File: config.mk
export PLATFORM = sky130hd
export DESIGN_NAME = mem_arbiter
export DESIGN_NICKNAME = d
export VERILOG_FILES = /design/src/rtl/mem_arbiter.sv
export SDC_FILE = /design/constraint.sdc
export NUM_CORES = 1
export LEC_CHECK = 0
export CAP_MARGIN = 25
export CORE_ASPECT_RATIO = 0.8
export CORE_MARGIN = 1.5
export CORE_UTILIZATION = 49
export DETAILED_ROUTE_END_ITERATION = 16
export PLACE_DENSITY = 0.85
export SLEW_MARGIN = 20
export SYNTH_ARGS = -nofsm -noshare
export SYNTH_HDL_FRONTEND = slang
export SYNTH_SLANG_ARGS = --single-unit
File: constraint.sdc
create_clock -name clk -period 4.71 [get_ports clk]
set_clock_uncertainty 0.2 [all_clocks]
set_input_delay 0.471 -clock clk [delete_from_list [all_inputs] [get_ports clk]]
set_output_delay 0.471 -clock clk [all_outputs]
set_load 0.05 [all_outputs]
File: src/rtl/mem_arbiter.sv
// Arbiter for the shared cartridge-SDRAM access path: the cart has fixed priority,
// and USB is forced to win after USB_STARVE_LIMIT consecutive lost arbitrations.
module mem_arbiter #(
  parameter int DATA_W           = 16,
  parameter int USB_STARVE_LIMIT = 8,
  parameter int TIMEOUT_CYCLES   = 64
) (
  input  logic              clk,
  input  logic              rst,
  input  logic              cart_req,
  input  logic              cart_we,
  input  logic [DATA_W-1:0] cart_wdata,
  output logic              cart_ack,
  output logic              cart_err,
  output logic [DATA_W-1:0] cart_rdata,
  input  logic              usb_req,
  input  logic              usb_we,
  input  logic [DATA_W-1:0] usb_wdata,
  output logic              usb_ack,
  output logic              usb_err,
  output logic [DATA_W-1:0] usb_rdata,
  output logic              from_cart,
  output logic              from_usb,
  input  logic              mem_ready,
  output logic              mem_req,
  output logic              mem_we,
  output logic [DATA_W-1:0] mem_wdata,
  input  logic              mem_done,
  input  logic [DATA_W-1:0] mem_rdata
);

  typedef enum logic [1:0] {S_IDLE, S_ISSUE, S_WAIT, S_ACK} state_t;

  localparam logic [7:0]  STARVE_MAX = 8'(USB_STARVE_LIMIT);
  localparam logic [15:0] TMO_LAST   = 16'(TIMEOUT_CYCLES - 1);

  state_t              state_q, state_d;
  logic                owner_usb_q, owner_usb_d;
  logic                we_q, we_d;
  logic [DATA_W-1:0]   wdata_q, wdata_d;
  logic [7:0]          starve_q, starve_d;
  logic [15:0]         tmo_q, tmo_d;
  logic                err_q, err_d;
  logic [DATA_W-1:0]   cart_rdata_q, cart_rdata_d;
  logic [DATA_W-1:0]   usb_rdata_q, usb_rdata_d;
  logic                grant_usb;

  // NOTE: every register here uses <= so all of them update from the same pre-edge values.
  always_ff @(posedge clk) begin
    if (rst) begin
      state_q      <= S_IDLE;
      owner_usb_q  <= 1'b0;
      we_q         <= 1'b0;
      wdata_q      <= '0;
      starve_q     <= '0;
      tmo_q        <= '0;
      err_q        <= 1'b0;
      cart_rdata_q <= '0;
      usb_rdata_q  <= '0;
    end else begin
      state_q      <= state_d;
      owner_usb_q  <= owner_usb_d;
      we_q         <= we_d;
      wdata_q      <= wdata_d;
      starve_q     <= starve_d;
      tmo_q        <= tmo_d;
      err_q        <= err_d;
      cart_rdata_q <= cart_rdata_d;
      usb_rdata_q  <= usb_rdata_d;
    end
  end

  // USB wins when the cart is idle or when USB has lost too many times in a row.
  assign grant_usb = usb_req && (!cart_req || (starve_q == STARVE_MAX));

  // NOTE: every _d signal gets a default first, so no path through the case can infer a latch.
  always_comb begin
    state_d      = state_q;
    owner_usb_d  = owner_usb_q;
    we_d         = we_q;
    wdata_d      = wdata_q;
    starve_d     = starve_q;
    tmo_d        = '0;
    err_d        = err_q;
    cart_rdata_d = cart_rdata_q;
    usb_rdata_d  = usb_rdata_q;
    unique case (state_q)
      S_IDLE: begin
        if (!usb_req) starve_d = '0;
        if (mem_ready && (cart_req || usb_req)) begin
          owner_usb_d = grant_usb;
          we_d        = grant_usb ? usb_we    : cart_we;
          wdata_d     = grant_usb ? usb_wdata : cart_wdata;
          if (grant_usb) starve_d = '0;
          else if (usb_req && (starve_q != STARVE_MAX)) starve_d = starve_q + 8'd1;
          state_d = S_ISSUE;
        end
      end
      S_ISSUE: state_d = S_WAIT;
      S_WAIT: begin
        if (mem_done) begin
          err_d = 1'b0;
          if (owner_usb_q) usb_rdata_d = mem_rdata;
          else             cart_rdata_d = mem_rdata;
          state_d = S_ACK;
        end else if (tmo_q == TMO_LAST) begin
          err_d = 1'b1;
          if (owner_usb_q) usb_rdata_d = '1;
          else             cart_rdata_d = '1;
          state_d = S_ACK;
        end else begin
          tmo_d = tmo_q + 16'd1;
        end
      end
      S_ACK:   state_d = S_IDLE;
      default: state_d = S_IDLE;
    endcase
  end

  // Outputs depend only on registered state, so there is no input-to-output path.
  always_comb begin
    mem_req    = (state_q == S_ISSUE);
    from_cart  = mem_req && !owner_usb_q;
    from_usb   = mem_req && owner_usb_q;
    mem_we     = mem_req && we_q;
    mem_wdata  = wdata_q;
    cart_ack   = (state_q == S_ACK) && !owner_usb_q;
    usb_ack    = (state_q == S_ACK) && owner_usb_q;
    cart_err   = cart_ack && err_q;
    usb_err    = usb_ack && err_q;
    cart_rdata = cart_rdata_q;
    usb_rdata  = usb_rdata_q;
  end

endmodule

# Word-level counts from Yosys, hierarchy flattened
# Index checks and enable logic that the tools add are counted.
# Widths: inputs -> output; s select.
[op_classes] n_addsub=2 n_eq_ne=8 n_mux=20 n_bitwise=2 n_reduce_logical=22
[ops] cell="$mux 16" count=9
[ops] cell="$mux 8" count=4
[ops] cell="$add 16x1->16 const B" count=1
[ops] cell="$eq 16x6->1 const B" count=1
[ops] cell="$logic_and 1x1->1" count=10
[ops] cell="$add 8x1->8 const B" count=1
[ops] cell="$eq 8x4->1 const B" count=1
[ops] cell="$ne 8x4->1 const B" count=1
[ops] cell="$pmux 2 s4" count=1
[ops] cell="$mux 2" count=3
[ops] cell="$reduce_and 2->1" count=3
[ops] cell="$reduce_and 3->1" count=2
[ops] cell="$eq 2x2->1 const B" count=2
[ops] cell="$reduce_or 4->1" count=1
[ops] cell="$mux 1" count=3
[ops] cell="$ne 3x3->1 const B" count=1
[ops] cell="$eq 2x1->1 const B" count=1
[ops] cell="$logic_not 1->1" count=2
[ops] cell="$logic_not 2->1" count=1
[ops] cell="$logic_or 1x1->1" count=2
[ops] cell="$ne 2x2->1 const B" count=1
[ops] cell="$not 1->1" count=2
[ops] cell="$reduce_bool 2->1" count=1
[word_totals] register_bits=77 in_bits=56 out_inout_bits=56 wordCells=63

# Depth between registers and ports, before layout
[depth] word_depth=5 ltp_mapped=9 ltp_nobuf=6

# Worst setup path before layout
# No wires, ideal clock.
[synth_path] kind="register -> output" from="reg state_q[0]" to="out cart_err" arrival_ns=1.803 t_required_ns=4.039 setup_slack_ns=2.236 stages_incl_launch_ff=4 path_buffers=0 path_cell_list="dfxtp_1 > ha_1 > nor2b_1 > and2_1"
[synth_between] elab_chain_len=3
[synth_lines] item="from (decl)" line_no="37" rtl="state_t state_q, state_d;"
[synth_lines] item="from (signal assigned)" line_no="61" rtl="state_q <= state_d;"
[synth_lines] item="$eq 2x2->1" line_no="127" rtl="cart_ack = (state_q == S_ACK) && !owner_usb_q;"
[synth_lines] item="$logic_and 1x1->1" line_no="127"
[synth_lines] item="named net cart_ack" line_no="13" rtl="output logic cart_ack,"
[synth_lines] item="$logic_and 1x1->1" line_no="129" rtl="cart_err = cart_ack && err_q;"
[synth_lines] item="to (decl)" line_no="14" rtl="output logic cart_err,"
# The timed path passes the listed nets, and every way through them passes these cells.

# Final worst setup path
[layout_path] from="reg state_q[0]" to="out cart_err"
[layout_between] elab_chain_len=3
[layout_lines] item="$eq 2x2->1" line_no="127"
[layout_lines] item="$logic_and 1x1->1" line_no="127"
[layout_lines] item="$logic_and 1x1->1" line_no="129"
# Every way passes these cells.

==> summary.md <==
| Metric | Value |
|---|---|
| Worst Setup End Kind | `output port` |
| Minimum clock period | `2820 ps` |
| Clock buffer depth | `2` |
| Synth unique cells | `41` |
| Clk_lat worst skew | `360 ps` |
| Maximum fanout along the worst path | `4` |
| Max-cap violations | `0` |
| Worst R2R End | `cart_rdata[13]$_SDFFE_PP0P_` |
| DR pass1 iterations | `4` |
| CTS tree | `done` |
| Drt total wl | `8.42 mm` |
| Synthesis-stage register bit count | `77` |
| GRT Residual Overflow | `0` |
| FF-to-FF path depth | `5` |
| Crit-path max cell delay | `800 ps` |
| CP required | `4040 ps` |
| Total setup buffers inserted after CTS | `0` |
| Vias in the first global route | `2,909` |
| Worst VDD drop | `207 uV` |
| Top Ports | `112` |
| Final Hold Fails | `0` |
| Share of the synthesized area in the top cell type | `0.452` |
| First-pass GRT wire length | `13.8 mm` |
| Worst EP arrival | `2150 ps` |
| Synth Instances | `368` |
| Avg Cell Area, Syn | `9.26 um2` |
| FF-to-FF Start | `state_q[0]$_SDFFE_PP0P_` |
| Cell family with most CP delay | `buffers and inverters` |
| Post-synth EDFFs | `0` |
| Slew Viols, Final | `0` |
| Vias/cell | `5.64` |
| PwrDens | `385 nW/um2` |
| Drt wl/cell | `15.2 um` |
| GR Util All Layers | `0.239` |
| Root buf cell | `clkbuf_8` |
| Htree depth | `3` |
| Hold Path Depth | `1` |
| Rows | `26` |
| Yosys warnings | `0` |
| Syn nets | `432` |
| Final Cycle Share | `0.599` |
| Initial Util | `0.521` |
| Largest net degree at the start of global routing | `46` |
| Core Area | `6540 um2` |
| Dpl hpwl | `6.06 mm` |
| Clock-pin slew on the worst setup and hold paths | `80 ps` |
| Setup repair after global routing missed its margin | `false` |
| Setup ws final | `1890 ps` |
| Post-Syn Area | `3410 um2` |
| Worst Hold Class | `reg2reg` |
| Die span in x | `96.2 um` |
| Area Growth Syn to Fin | `37.6%` |
| Dpl cell area | `4490 um2` |
| Commonest cells after routing, fill and taps aside | `clkdlybuf4s50_1 (111), dfxtp_1 (77), inv_1 (42)` |
| Place WS | `1650 ps` |
| Nets | `530` |
| Endpoints failing setup | `0` |
| ANT cells | `0` |
| Max-Slew Margin vs Limit | `0.538` |
| Gpl congestion | `0.856` |
| CTS Sinks | `77` |
| Die Ht | `77.6 um` |
| Drc violations | `0` |
| Worst Tran Pin Value | `689 ps` |
| DRT iter0 DRCs | `139` |
| Hold EP | `tmo_q[0]$_SDFF_PP0_` |
| Top area cells in the synthesized netlist | `dfxtp_1 (45%), a221oi_1 (8.5%), a221o_1 (5.0%)` |
| Initial antenna violation count | `0` |
| Share of layout cells above drive strength 1 | `0.0573` |
| Post-synth ARST share | `0` |
| Vias | `3,132` |
| Setup TNS | `0 ps` |
| Outcome | `finished clean` |
| Number of buffers created by CTS | `9` |
| Leak pwr | `1.73 nW` |
| Hold_sp | `tmo_q[0]$_SDFF_PP0_` |
| Post-route cell area | `4690 um2` |
| Synth Flop Type | `dfxtp_1` |
| Die area | `7470 um2` |
| Total Power | `0.00180 W` |
| Type of origin of the critical path | `flip-flop` |
| Port bufs | `111` |
| Critical path buffers and inverters | `1` |
| FMAX | `0.354 GHz` |
| Hold Buf Count CTS | `0` |
| Antenna-violating nets left | `0` |
| Post-cts resize count | `0` |
| Slowest CP cell | `clkdlybuf4s50_1` |
| Critical path type | `reg2out` |
| CP Cell Sequence | `ha_1 -> nor2b_1 -> and2_1 -> clkdlybuf4s50_1` |
| Leading area contributor after synthesis | `dfxtp_1` |
| R2R Setup Slk | `2330 ps` |
| Worst hold margin | `241 ps` |
| Seq/Total Area, Yosys | `0.452` |
| Leading cell type in the layout, fill and taps excluded | `clkdlybuf4s50_1` |
-- state kept, by name (all words and copies together) (netlist names), 2 cells and up --
register / count
starve_q: 8
state_q: 2
cart_rdata: 16
tmo_q: 16
mem_wdata: 16
usb_rdata: 16
-- Yosys cell counts (2+ instances only) --
cell type / number
nor2_1: 16
nand2_1: 13
or3_1: 5
ha_1: 8
nand3_1: 9
xor2_1: 10
a211oi_1: 2
and4_1: 5
clkbuf_1: 16
nor3_1: 4
and3_1: 21
nor2b_1: 20
a221o_1: 17
nor4_1: 2
o21ai_0: 7
o21ai_1: 3
buf_2: 5
a21oi_1: 14
a221oi_1: 33
o21a_1: 2
a31oi_1: 2
or3b_2: 2
buf_6: 4
nand4_1: 8
inv_1: 42
dfxtp_1: 77
and2_1: 7
-- worst max path at each step --
stage               cells past startpoint                          end               startpoint  slack [ps]
finish                                  4                     cart_err  state_q[0]$_SDFFE_PP0P_        1890
global route                            4                     cart_err  state_q[0]$_SDFFE_PP0P_        1770
CTS                                     5  cart_rdata[13]$_SDFFE_PP0P_  state_q[0]$_SDFFE_PP0P_        1660
detailed placement                      5  cart_rdata[13]$_SDFFE_PP0P_  state_q[0]$_SDFFE_PP0P_        1650
global placement                        5  cart_rdata[12]$_SDFFE_PP0P_  state_q[0]$_SDFFE_PP0P_        1810
floorplan                               3                     cart_err  state_q[0]$_SDFFE_PP0P_        2240
-- through the flow --
step / std cells / utilization
global route: 555 / 0.717
global placement: 538 / 0.687
CTS: 554 / 0.714
finish: 555 / 0.717
floorplan: 368 / -
detailed placement: 538 / 0.687
-- routing by layer --
layer	share of wire	vias up	global-route usage
li1	-	1523	-
met1	0.44	1494	0.307
met2	0.47	100	0.368
met3	0.077	15	0.0863
met4	0.015	0	0.0779
met5	0	-	0
-- final cells by class --
class	count	area (um2)
multi-input combinational	223	1580
fill	483	1850
clock inverter	4	22.5
sequential	77	1540
tap	84	105
inverter	42	158
clock buffer	12	155
timing repair buffer	113	1130
-- kinds of logic after synthesis --
kind of cell | synth area share
compound gates | 0.195
xor+xnor | 0.0283
fa+ha+maj | 0.0294
buf+inv | 0.0867
flops | 0.452
mux | 0.00294
simple gates | 0.205
-- report_power, final --
part | switching, W | internal, W | leakage, nW
sequential | 0.0000375 | 0.000710 | 0.624
clock | 0.000233 | 0.000217 | 0.0921
combinational | 0.000378 | 0.000227 | 1.02
total | 0.000648 | 0.00116 | 1.73
Power figures use the tool's default switching activity.
